<file path="src/rtl/rtc_mtimer.sv">
// RISC-V machine timer: free-running 64-bit mtime with prescaler, mtimecmp compare
// register, byte-lane bus access and a level-sensitive timer interrupt.
`timescale 1ns/1ps
module rtc_mtimer #(
    parameter int unsigned TICK_DIV = 1
) (
    input  logic        clk,
    input  logic        reset,
    input  logic        en_i,
    input  logic [3:0]  addr_i,
    input  logic [7:0]  we_i,
    input  logic [63:0] data_i,
    output logic [63:0] data_o,
    output logic        mti_o,
    output logic [63:0] mtime_o
);

    logic [63:0] mtime;
    logic [63:0] mtimecmp;
    logic [15:0] presc;
    logic        tick;

    logic        wr_cycle;
    logic        wr_mtime;
    logic        wr_cmp;
    logic [7:0]  wr_be;
    logic [63:0] wr_data;
    logic [63:0] mtime_wr;
    logic [63:0] cmp_wr;
    logic [63:0] rd_sel;
    logic [63:0] rd_fmt;

    // Low address bits only select within a word and carry no meaning here.
    logic unused_addr;
    assign unused_addr = ^addr_i[1:0];

    assign tick     = (presc == 16'(TICK_DIV - 1));
    assign wr_cycle = en_i & (|we_i);
    assign wr_mtime = wr_cycle & ~addr_i[3];
    assign wr_cmp   = wr_cycle &  addr_i[3];

    // A high-word access is a 32-bit master: its lanes/data sit in the low half.
    always_comb begin
        wr_be   = we_i;
        wr_data = data_i;
        if (addr_i[2]) begin
            wr_be   = {we_i[3:0], 4'b0000};
            wr_data = {data_i[31:0], 32'h0};
        end
    end

    always_comb begin
        mtime_wr = mtime;
        cmp_wr   = mtimecmp;
        for (int k = 0; k < 8; k++) begin
            if (wr_be[k]) begin
                mtime_wr[8*k +: 8] = wr_data[8*k +: 8];
                cmp_wr[8*k +: 8]   = wr_data[8*k +: 8];
            end
        end
    end

    always_comb begin
        rd_sel = addr_i[3] ? mtimecmp : mtime;
        rd_fmt = addr_i[2] ? {32'h0, rd_sel[63:32]} : rd_sel;
    end

    always_ff @(posedge clk or negedge reset) begin
        if (!reset) begin
            mtime    <= 64'h0;
            mtimecmp <= 64'hFFFF_FFFF_FFFF_FFFF;
            presc    <= 16'h0;
            data_o   <= 64'h0;
        end else begin
            presc <= tick ? 16'h0 : presc + 16'h1;
            // A software write to mtime wins over the tick for that cycle.
            if (wr_mtime)
                mtime <= mtime_wr;
            else if (tick)
                mtime <= mtime + 64'h1;
            if (wr_cmp)
                mtimecmp <= cmp_wr;
            if (en_i)
                data_o <= rd_fmt;
        end
    end

    assign mti_o   = (mtime >= mtimecmp);
    assign mtime_o = mtime;

endmodule

</file>
<file path="config.mk">
export PLATFORM = sky130hd
export DESIGN_NAME = rtc_mtimer
export DESIGN_NICKNAME = d
export VERILOG_FILES = /design/src/rtl/rtc_mtimer.sv
export SDC_FILE = /design/constraint.sdc
export NUM_CORES = 1
export LEC_CHECK = 0
export ABC_AREA = 1
export CORE_UTILIZATION = 55
export DETAILED_ROUTE_END_ITERATION = 8
export GPL_ROUTABILITY_DRIVEN = 1
export HOLD_SLACK_MARGIN = 0.1
export PLACE_DENSITY = 0.81
export RECOVER_POWER = 50
export SLEW_MARGIN = 0
export SYNTH_ARGS = -nofsm -noshare
export SYNTH_HDL_FRONTEND = slang
export SYNTH_SLANG_ARGS = --single-unit
</file>
<file path="constraint.sdc">
create_clock -name clk -period 2.09 [get_ports clk]
set_input_delay 0.3135 -clock clk [delete_from_list [all_inputs] [get_ports clk]]
set_output_delay 0.3135 -clock clk [all_outputs]
set_load 0.01 [all_outputs]
</file>
==> metrics <==
Vias/cell 5.70; routability cong. 1.01; Worst Setup Slack, final -657 ps; hpwl dp 39.5 mm; DIE AREA 25300 um^2; initial antenna violation count 2; # DRC 0; pre-CTS setup slack -597 ps; endpoints failing setup 1; Max Freq 364 MHz; Worst Path Buf+Inv 3; wire length per cell 19.4 um; Mapped Cells 1932; fillers 1913; row cnt 57; total number of vias 15087; CTS tree yes; 1st-iter DRT viols 1763; vias in the first global route 14392; Worst Setup Start Kind flop; Core ar. 24200 um^2; area of the multi-input gates 7480 um^2; CP most frequent cell nand2_1; post-route insts no fill 2645; Tightest Pin Transition 1200 ps; Lkg Pwr 8.89 nW; crit path DAT 2430 ps; Initial Util 0.558; clk slew on worst S/H paths 60 ps; Placed Instances 2596; cell chain of the critical path inv_1, ha_1, inv_1, o21bai_1, nand2_1, nand2_1, nand2_1, nand2_1, nand2_1, nand2_2, nand2_1, nand2_2, nand2_1, nand2_1, buf_2; clk sinks 208; Required @ worst endpoint 1780 ps; Final TNS setup -657 ps; slowest stage cell, crit path dfstp_2; TritonCTS Buffers 24; Syn Nets 2078; Routed Antenna Nets 0; status complete, but fails checks; port bufs 205; Die Span X 159 um; Max FO, Critical Path 2; final wirelength 51.2 mm; share of cells above drive strength 1 0.163; IO Count 208; RSZ-0062 raised after global routing yes; design area 18300 um^2; Final min period 2750 ps; Max clock buf depth 3; Final Power 14.8 mW; Worst-Skew Late Latency 540 ps; Final Hold Fails 0; Worst slew margin 0.202; Post-synth EDFFs 0; DRT Pass-1 Iters 6; Setup CP Type reg2out; fin crit share 1.31; DP Area 17400 um^2; count of cell types in the netlist 34; failing checks setup timing; PD cells 807 nW/um^2; clock skew 13.7 ps; Vert. Die Dim 159 um; Most used DFF post-synth dfrtp_1; sequential cell area 5290 um^2; grt ovf 0; Root Driver clkbuf_16; Yosys reg bits 208; max-slew violation count 0; Area Overhead vs Synth 35.2%; global-route usage over all layers 0.404; maxcap violations 0; Critical Path End Type primary output; CP max stage delay 510 ps; asr flop ratio synth 1.00; first-pass GRT wire length 79.5 mm; worst hold path class in2reg; register area share after synthesis 0.390; Synth Cell Area 13500 um^2; Synth Area per Inst 7.01 um^2; Layout Nets 2448; Worst VDD drop 0.000733 V; total number of yosys warnings 0; H-tree level count 1; CP delay by family, top simple AND/OR/NAND/NOR gates; largest net degree at the start of global routing 74
## worst register-to-register path, cell delays in order, from the launching register on
cell      delay [ps]
dfrtp_1          370
buf_6            160
ha_1             190
inv_1            110
nor2_4           160
nand2_4          100
nor2_4           170
buf_4            140
buf_4            120
nand3_2          100
nand2_1           80
nand3b_1          80
nand2_1           70
nand2_1           40
## final timing paths
check	depth (start not counted)	slack, ps	endpoint	start
worst max-delay path	15	-660	mti_o	mtimecmp[1]$_DFFE_PN1P_
worst min-delay path	3	310	data_o[52]$_DFFE_PN0P_	addr_i[3]
worst max register to register	13	90	mtime_o[48]$_DFFE_PN0P_	mtime_o[0]$_DFFE_PN0P_
worst min register to register	1	480	presc[0]$_DFF_PN0_	presc[0]$_DFF_PN0_
max in group asynchronous	3	390	mtimecmp[22]$_DFFE_PN1P_	reset
min in group asynchronous	2	550	data_o[43]$_DFFE_PN0P_	reset
## flip-flops by register name (all words and copies together) (netlist names)
name	count
presc	16
mtime_o	64
data_o	64
mtimecmp	64
## cells in the mapped netlist (17+ instances only)
cell type  number  area, um^2
nand2_1       711        2670
o21ai_0       223        1120
inv_1         180         676
nor2_1        159         597
dfrtp_1       144        3600
nand3_1        79         395
ha_1           67         838
dfstp_2        64        1680
a21oi_1        53         265
clkbuf_1       32         120
o221ai_1       32         280
nand4_1        29         181
buf_2          27         135
nor3_1         19        95.1
xor2_1         17         149
## logic make-up (layout without fill, tap and decap cells)
kind of cell	Yosys count	count (layout)	synth area share
fa+ha+maj	67	67	0.0619
buf+inv	249	636	0.0721
xor+xnor	28	28	0.0181
mux	11	11	0.00813
compound gates	314	314	0.126
other cells	0	2	0
simple gates	1055	1055	0.324
flops	208	208	0.390
## area by class of cell
cell class,count,area share
diodes,2,0.000273
clock buffers,34,0.0359
clock inverters,9,0.00308
inverters,189,0.0387
multi-input cells,1475,0.408
flip-flops and latches,208,0.289
well taps,324,0.0221
repair buffers,404,0.203
## per-layer routing
layer / share of wire / global-route usage / vias to the layer above
met1: 0.41 / 0.546 / 7133
met2: 0.45 / 0.637 / 813
met3: 0.11 / 0.0956 / 145
li1: - / - / 6996
met5: 0 / 0 / -
met4: 0.037 / 0.141 / 0
## stage by stage
stage | hold WS [ps] | utilization
floorplan | 17.9 | -
global placement | 287 | 0.718
detailed placement | 294 | 0.718
CTS | 291 | 0.751
global route | 323 | 0.755
finish | 305 | 0.755
## cells in the final DEF, fill, tap and decap left out, types with 17 or more instances in the layout
master | netlist | layout
a21oi_1 | 53 | 53
buf_4 | 0 | 178
clkbuf_16 | 0 | 24
clkdlybuf4s50_1 | 0 | 200
dfrtp_1 | 144 | 144
dfstp_2 | 64 | 64
ha_1 | 67 | 62
inv_1 | 180 | 178
nand2_1 | 711 | 704
nand2_2 | 15 | 18
nand3_1 | 79 | 75
nand4_1 | 29 | 29
nor2_1 | 159 | 149
o21ai_0 | 223 | 222
o221ai_1 | 32 | 32
xor2_1 | 17 | 17
## power breakdown
| group | switching, mW | leakage [nW] | internal [mW] | total [mW] |
|---|---|---|---|---|
| clock | 1.76 | 0.358 | 2.19 | 3.95 |
| combinational | 3.13 | 6.05 | 2.46 | 5.59 |
| sequential | 0.387 | 2.49 | 4.84 | 5.23 |
## what timing repair did
item	4_1_cts	5_1_grt
resized for setup	21	26
hold endpoints to repair	43	0
hold buffers	1	0
setup buffers	0	3
setup endpoints to repair	26	47
pin swaps	4	11
(Power assumes the default switching activity.)
